**src/rtl/buyruk_bellegi_yukleyici_pkg.sv**
```systemverilog
// Shared definitions for the instruction-memory loader: state encoding,
// default instruction-memory address width and the full-word write mask.
package buyruk_bellegi_yukleyici_pkg;

   localparam int         BB_ADRES_BIT       = 9;
   localparam logic [3:0] TAM_KELIME_MASKESI = 4'hF;

   typedef enum logic [1:0] {
      BOSTA = 2'd0,
      TOPLA = 2'd1,
      YAZ   = 2'd2,
      BITTI = 2'd3
   } durum_t;

endpackage

```
**src/rtl/buyruk_bellegi_yukleyici_toplayici.sv**
```systemverilog
// Byte-to-word assembler: a lane index plus a 32-bit little-endian word
// register; dolu_o flags the handshake that completes the word.
module bayt_kelime_toplayici (
   input  logic        clk_i,
   input  logic        rst_ni,
   input  logic        temizle_i,
   input  logic        yukle_i,
   input  logic [7:0]  bayt_i,
   output logic [31:0] kelime_o,
   output logic        dolu_o
);

   logic [1:0]  sira_q;
   logic [31:0] kelime_q;

   always_ff @(posedge clk_i) begin
      if (!rst_ni) begin
         sira_q   <= 2'd0;
         kelime_q <= 32'd0;
      end else if (temizle_i) begin
         sira_q <= 2'd0;
      end else if (yukle_i) begin
         // lane 0 is bits 7:0; the index wraps to 0 after the 4th byte
         kelime_q[{sira_q, 3'b000} +: 8] <= bayt_i;
         sira_q                          <= sira_q + 2'd1;
      end
   end

   assign kelime_o = kelime_q;
   assign dolu_o   = yukle_i && (sira_q == 2'd3);

endmodule

```
**src/rtl/buyruk_bellegi_yukleyici.sv**
```systemverilog
// Loads instruction memory from a byte stream, one full-word write per four
// bytes, stalling the core meanwhile and keeping a running word checksum.
// Byte handshake: a byte moves on a clock edge where bayt_gecerli_i and
// bayt_hazir_o are both 1; ready comes from registered state only.
module buyruk_bellegi_yukleyici
   import buyruk_bellegi_yukleyici_pkg::*;
#(
   parameter int ADRES_BIT = BB_ADRES_BIT,
   parameter int SAYAC_BIT = 10
) (
   input  logic                 clk_i,
   input  logic                 rst_ni,
   input  logic                 baslat_i,
   input  logic [ADRES_BIT-1:0] baslangic_adresi_i,
   input  logic [SAYAC_BIT-1:0] kelime_sayisi_i,
   input  logic                 iptal_i,
   input  logic                 bayt_gecerli_i,
   input  logic [7:0]           bayt_i,
   output logic                 bayt_hazir_o,
   output logic [ADRES_BIT-1:0] bb_adres_o,
   output logic [31:0]          bb_veri_o,
   output logic                 bb_etkin_o,
   output logic [3:0]           bb_yaz_o,
   output logic                 cekirdek_durdur_o,
   output logic                 tamam_o,
   output logic [31:0]          saglama_o,
   output durum_t               durum_o
);

   durum_t               durum_q, durum_n;
   logic [ADRES_BIT-1:0] adres_q, bb_adres_q;
   logic [SAYAC_BIT-1:0] kalan_q;
   logic [31:0]          saglama_q, bb_veri_q, kelime;
   logic                 durdur_q, tamam_q;
   logic                 basla, iptal_etkin, el_sikisma, dolu, yaz_aktif;

   assign basla       = (durum_q == BOSTA) && baslat_i && !iptal_i;
   assign iptal_etkin = (durum_q != BOSTA) && iptal_i;
   assign el_sikisma  = bayt_hazir_o && bayt_gecerli_i;
   assign yaz_aktif   = (durum_q == YAZ);

   bayt_kelime_toplayici u_toplayici (
      .clk_i    (clk_i),
      .rst_ni   (rst_ni),
      .temizle_i(basla || iptal_etkin),
      .yukle_i  (el_sikisma),
      .bayt_i   (bayt_i),
      .kelime_o (kelime),
      .dolu_o   (dolu)
   );

   always_comb begin
      durum_n = durum_q;
      unique case (durum_q)
         BOSTA: if (basla) durum_n = (kelime_sayisi_i == '0) ? BITTI : TOPLA;
         TOPLA: if (dolu) durum_n = YAZ;
         YAZ:   durum_n = (kalan_q == SAYAC_BIT'(1)) ? BITTI : TOPLA;
         BITTI: durum_n = BOSTA;
         default: durum_n = BOSTA;
      endcase
      if (iptal_etkin) durum_n = BOSTA;
   end

   always_ff @(posedge clk_i) begin
      if (!rst_ni) begin
         durum_q    <= BOSTA;
         adres_q    <= '0;
         kalan_q    <= '0;
         saglama_q  <= 32'd0;
         bb_adres_q <= '0;
         bb_veri_q  <= 32'd0;
         durdur_q   <= 1'b0;
         tamam_q    <= 1'b0;
      end else begin
         durum_q <= durum_n;
         // stall rises with the start edge and lasts through the cycle after BITTI
         durdur_q <= (durum_n != BOSTA) || (durum_q == BITTI);
         tamam_q  <= (durum_q == BITTI);
         if (basla) begin
            adres_q   <= baslangic_adresi_i;
            kalan_q   <= kelime_sayisi_i;
            saglama_q <= 32'd0;
         end
         // a write cycle always completes, even alongside an abort
         if (yaz_aktif) begin
            adres_q    <= adres_q + 1'b1;
            kalan_q    <= kalan_q - 1'b1;
            saglama_q  <= saglama_q + kelime;
            bb_adres_q <= adres_q;
            bb_veri_q  <= kelime;
         end
      end
   end

   assign bayt_hazir_o      = (durum_q == TOPLA);
   assign bb_etkin_o        = yaz_aktif;
   assign bb_yaz_o          = yaz_aktif ? TAM_KELIME_MASKESI : 4'h0;
   assign bb_adres_o        = yaz_aktif ? adres_q : bb_adres_q;
   assign bb_veri_o         = yaz_aktif ? kelime : bb_veri_q;
   assign cekirdek_durdur_o = durdur_q;
   assign tamam_o           = tamam_q;
   assign saglama_o         = saglama_q;
   assign durum_o           = durum_q;

endmodule
```
**config.mk**
```make
export PLATFORM = sky130hd
export DESIGN_NAME = buyruk_bellegi_yukleyici
export DESIGN_NICKNAME = d
export VERILOG_FILES = /design/src/rtl/buyruk_bellegi_yukleyici_pkg.sv /design/src/rtl/buyruk_bellegi_yukleyici_toplayici.sv /design/src/rtl/buyruk_bellegi_yukleyici.sv
export SDC_FILE = /design/constraint.sdc
export NUM_CORES = 1
export LEC_CHECK = 0
export ABC_AREA = 1
export CAP_MARGIN = 20
export CORE_UTILIZATION = 56
export CTS_CLUSTER_DIAMETER = 50
export DETAILED_ROUTE_END_ITERATION = 6
export PLACE_DENSITY_LB_ADDON = 0.25
export SYNTH_ARGS = -nofsm -noshare
export SYNTH_HDL_FRONTEND = slang
export SYNTH_HIERARCHICAL = 1
export SYNTH_SLANG_ARGS = --single-unit
```
**constraint.sdc**
```tcl
create_clock -name clk_i -period 2.4 [get_ports clk_i]
set_clock_uncertainty 0.2 [all_clocks]
set_input_delay 0.36 -clock clk_i [delete_from_list [all_inputs] [get_ports clk_i]]
set_output_delay 0.36 -clock clk_i [all_outputs]
set_load 0.01 [all_outputs]
```
---- After elaboration in Yosys (flattened, before gate mapping) ----
Index checks and enable logic that the tools add are counted.
word-level totals
  register bits ........................... 130
  input bits .............................. 32
  output and inout port bits .............. 83
  logic and storage cells ................. 55
cells by class
  add/sub/neg operators ................... 5
  equal/unequal tests ..................... 5
  shifts and indexed selects .............. 2
  multiplexer cells ....................... 16
  bitwise operators ....................... 2
  reduce and logical (&&, ||, !) cells .... 15
operator list
  operator                  count
  $mux W32                  3
  $add A32 B32 Y32          1
  $bwmux W32                1
  $shift A8 B7 Y32 const A  1
  $shiftx A8 B7 Y32         1
  $mux W9                   3
  $mux W10                  2
  $eq A10 B1 Y1 const B     1
  $logic_not A10 Y1         1
  $mux W2                   5
  $sub A10 B1 Y10 const B   1
  $add A9 B1 Y9 const B     1
  $pmux W2 S4               1
  $neg A5 Y7                1
  $eq A2 B2 Y1 const B      3
  $reduce_bool A2 Y1        3
  $logic_and A1 B1 Y1       5
  $mux W4                   1
  $add A2 B1 Y2 const B     1
  $eq A2 B1 Y1 const B      1
  $logic_not A2 Y1          1
  $logic_or A1 B1 Y1        2
  $not A1 Y1                2
  $reduce_and A2 Y1         1
  other kinds (2)           2

---- Logic depth before layout (Yosys ltp) ----
  depth in word-level cells ............... 8
  gate-level depth with buffers ........... 13
  gate-level depth less buffers ........... 13

---- Cells and area by module ----
The synthesis kept the hierarchy.
modules (own cells, without submodules)
  module                    times used  cells each  area an instance (um^2)  sequential area each (um^2)
  buyruk_bellegi_yukleyici  1           1052        6552.5                   1921.8
  bayt_kelime_toplayici     1           192         1497.7                   680.7

---- Worst setup path after synthesis ----
No wires, ideal clock.
  path type ............................... flip-flop to flip-flop
  from .................................... register saglama_q[0], in the netlist saglama_o[0]
  to ...................................... register saglama_q[16], in the netlist saglama_o[16]
  setup time .............................. 0.134 ns
  arrival time ............................ 1.757 ns
  required time ........................... 2.066 ns
  setup slack ............................. 0.310 ns
  stages on the path, launching flop included .. 14
  path buffers ............................ 0
  clock period less this slack ............ 2.090 ns
  cells stage by stage .................... dfxtp_1 -> ha_1 -> inv_1 -> fa_1 -> inv_1 -> nand3_1 -> nand3_1 -> nand2_1 -> nand2_2 -> inv_1 -> o21ai_0 -> nand2_1 -> nand3_1 -> a21oi_1
between the ends
  longest elaborated chain between the ends .. 2
ends and longest elaborated chain
  what                    line                            RTL
  start, declared         buyruk_bellegi_yukleyici.sv:33  logic [31:0] saglama_q, bb_veri_q, kelime;
  start signal, assigned  buyruk_bellegi_yukleyici.sv:88  saglama_q <= saglama_q + kelime;
  $add A32 B32 Y32        buyruk_bellegi_yukleyici.sv:88
  $mux W32                buyruk_bellegi_yukleyici.sv:85  if (yaz_aktif) begin
Every way passes these cells.
A chain may end at the register's enable or synchronous reset.

---- Final worst setup path ----
  from .................................... register durum_q[1], in the netlist durum_o[1]
  to ...................................... output bb_veri_o[0]
between the ends
  longest elaborated chain between the ends .. 2
ends and longest elaborated chain
  what                    line                            RTL
  start, declared         buyruk_bellegi_yukleyici.sv:30  durum_t durum_q, durum_n;
  start signal, assigned  buyruk_bellegi_yukleyici.sv:75  durum_q <= durum_n;
  $eq A2 B2 Y1            buyruk_bellegi_yukleyici.sv:40  assign yaz_aktif = (durum_q == YAZ);
  $mux W32                -
  end, declared           buyruk_bellegi_yukleyici.sv:21  output logic [31:0] bb_veri_o,
Every way passes these cells.

==> results.cfg <==
[power]
totalPowerFinal_mw = 7.73
peakVddDrop_mv = 0.914
p_leak_nw = 5.31
power.density_nw_per_um2 = 750

[clock_tree]
clk_pin_slew_worst_paths_ps = 60
cts_root_buffer = clkbuf_16
clock_sinks = 130
ctsHoldBuffers = 0
htree_levels = 4
clk_latency_ps = 430
cts_tree = yes
cts_buffer_depth = 2
numCtsBuffers = 17

[cells_and_area]
diodes = 0
seqCellArea_um2 = 2610
layout_common_cells = nand2_1, inv_1, dfxtp_1
final_common_cell = nand2_1
multi_input_area_um2 = 4660
final_net_count = 1439
stdcell_count = 1560
area_growth_pct = 28.1
drive_above_1_share = 0.149
fillCellCount = 1106

[timing]
worstMarginPinSlew_ps = 561
drv_slew = 0
max_freq_mhz = 404
finalHoldViolCount = 0
fin_ws_ps = -74.4
slew_headroom = 0.625
grt_setup_unrepaired = true
period_share = 1.03
setup-violations-final = 5
timing.hold.ws_ps = 263
period_needed_ps = 2470

[synthesis]
syn_area_per_cell_um2 = 6.47
syn_inst = 1244
syn_area_um2 = 8050
synth_seq_cells = 130
synthArstFlopShare = 0
synth_simple_gate_area_share = 0.344
synth_top_family_by_area = simple AND/OR/NAND/NOR gates
synth_warnings = 6
synth.area.mux_share = 0
syn_nets = 1316
ys_types = 46
synth-edff-count = 0
synth-compound-area-share = 0.136
seq_area_frac_synth = 0.323
synth_fa_ha_area_frac = 0.0631
ys.flop_type = dfxtp_1
synthXorXnorAreaFrac = 0.00544

[global_routing]
grt_pass1_vias = 7622
antenna_found_initial = 0
gr-total-overflow = 0
grt_pass1_wl_um = 36800
gr-usage-all-layers = 0.322
grt_max_degree = 53

[placement]
gp_congestion = 0.949
post-dp-hpwl_um = 16700
portBuffers = 114
place_inst = 1514

[detailed_routing]
routed_wl_um = 24800
first_pass_iters = 5
avgRoutedWirePerCell_um = 15.9
drtIter0Drc = 700
post-route-drc-count = 0
highest_layer = met4
ant_nets = 0
dr_total_vias = 8479
met3WireLength_um = 2170
via_per_inst = 5.44
met1_length_um = 10500
dr_wl_met2_um = 11300

[critical_path]
critPathKind = reg -> out
cp-end-kind = output port
cp-start-kind = register
crit_fanout = 10
cp.required_ps = 1840
cp.arrival_ps = 1910

[floorplan]
die_h_um = 122
die-area_um2 = 14900
fp.coreArea_um2 = 13900
num_io_pins = 115
fp.dieW_um = 122
initial_core_util = 0.578
fp-row-count = 43

[worst_hold_path]
hold_class = reg -> reg

[status]
status = finished with violations
violations = negative setup slack

[job]
drv_cap = 0
## registers in the layout, indices dropped and copies added, names as in the netlist, 2 cells and up
signal	flops
adres_q	9
bb_adres_q	9
bb_veri_q	32
durum_o	2
kalan_q	10
saglama_o	32
u_toplayici/kelime_o	32
u_toplayici/sira_q	2
## kinds of logic after synthesis
kind of cell,count (synthesis)
adder cells (fa/ha/maj),40
flip-flops,130
buffers and inverters,245
XOR/XNOR,5
AO/OA/AOI/OAI,199
AND/OR/NAND/NOR,625
## power breakdown
group / internal [mW] / switching, mW / leakage, nW
registers: 2.40 / 0.142 / 1.06
logic: 1.17 / 1.50 / 3.98
clock network: 1.37 / 1.15 / 0.268
## path summary, 6_finish.rpt
path	from	to	slack [ps]	cells past startpoint
worst max-delay path	durum_o[1]	bb_veri_o[0]	-70	9
worst min-delay path	bb_adres_q[7]	bb_adres_q[7]	260	2
worst max register to register	u_toplayici/kelime_o[2]	saglama_o[13]	100	10
worst min register to register	bb_adres_q[7]	bb_adres_q[7]	260	2
## repair_timing
item | in CTS | in global routing
setup buffers | 1 | 8
gates cloned | 1 | 4
pin swaps | 1 | 2
resized for setup | 84 | 86
setup endpoints to repair | 41 | 49
## synthesized netlist by cell type, types with 12 or more instances
library cell / number / area (µm²)
dfxtp_1: 130 / 2600
nand2_1: 352 / 1320
clkbuf_1: 13 / 48.8
a21oi_1: 104 / 521
ha_1: 39 / 488
nand3_1: 55 / 275
inv_1: 194 / 728
o21ai_0: 55 / 275
nor3_1: 12 / 60.1
nor2_1: 118 / 443
or2_2: 40 / 250
## worst max-delay path, stage by stage (launching register included)
cell and delay, ps:
dfxtp_2 340, inv_2 60, nor2_4 190, clkinv_4 120, buf_6 140, clkbuf_16 170
buf_4 150, o21ai_4 120, inv_1 50, clkbuf_2 120
## metal layers
layer | GRT usage | up-vias
met3 | 0.0604 | 62
met1 | 0.419 | 3857
met5 | 0 | -
met2 | 0.534 | 389
li1 | - | 4171
met4 | 0.103 | 0
## through the flow
step | setup WS, ps | utilization | instance area (µm²) | setup TNS, ps
after floorplan | 310 | - | 8050 | 0
after global placement | 220 | 0.669 | 9320 | 0
after detailed placement | 164 | 0.669 | 9320 | 0
after CTS | -198 | 0.716 | 9980 | -2280
after global routing | -145 | 0.740 | 10300 | -1140
final | -74.4 | 0.740 | 10300 | -315
## layout make-up
cell class	count	share of cell area
well taps	180	0.0218
flip-flops and latches	130	0.253
multi-input cells	869	0.452
repair buffers	147	0.144
inverters	202	0.0740
clock buffers	17	0.0413
clock inverters	15	0.0140
(Power assumes the default switching activity.)
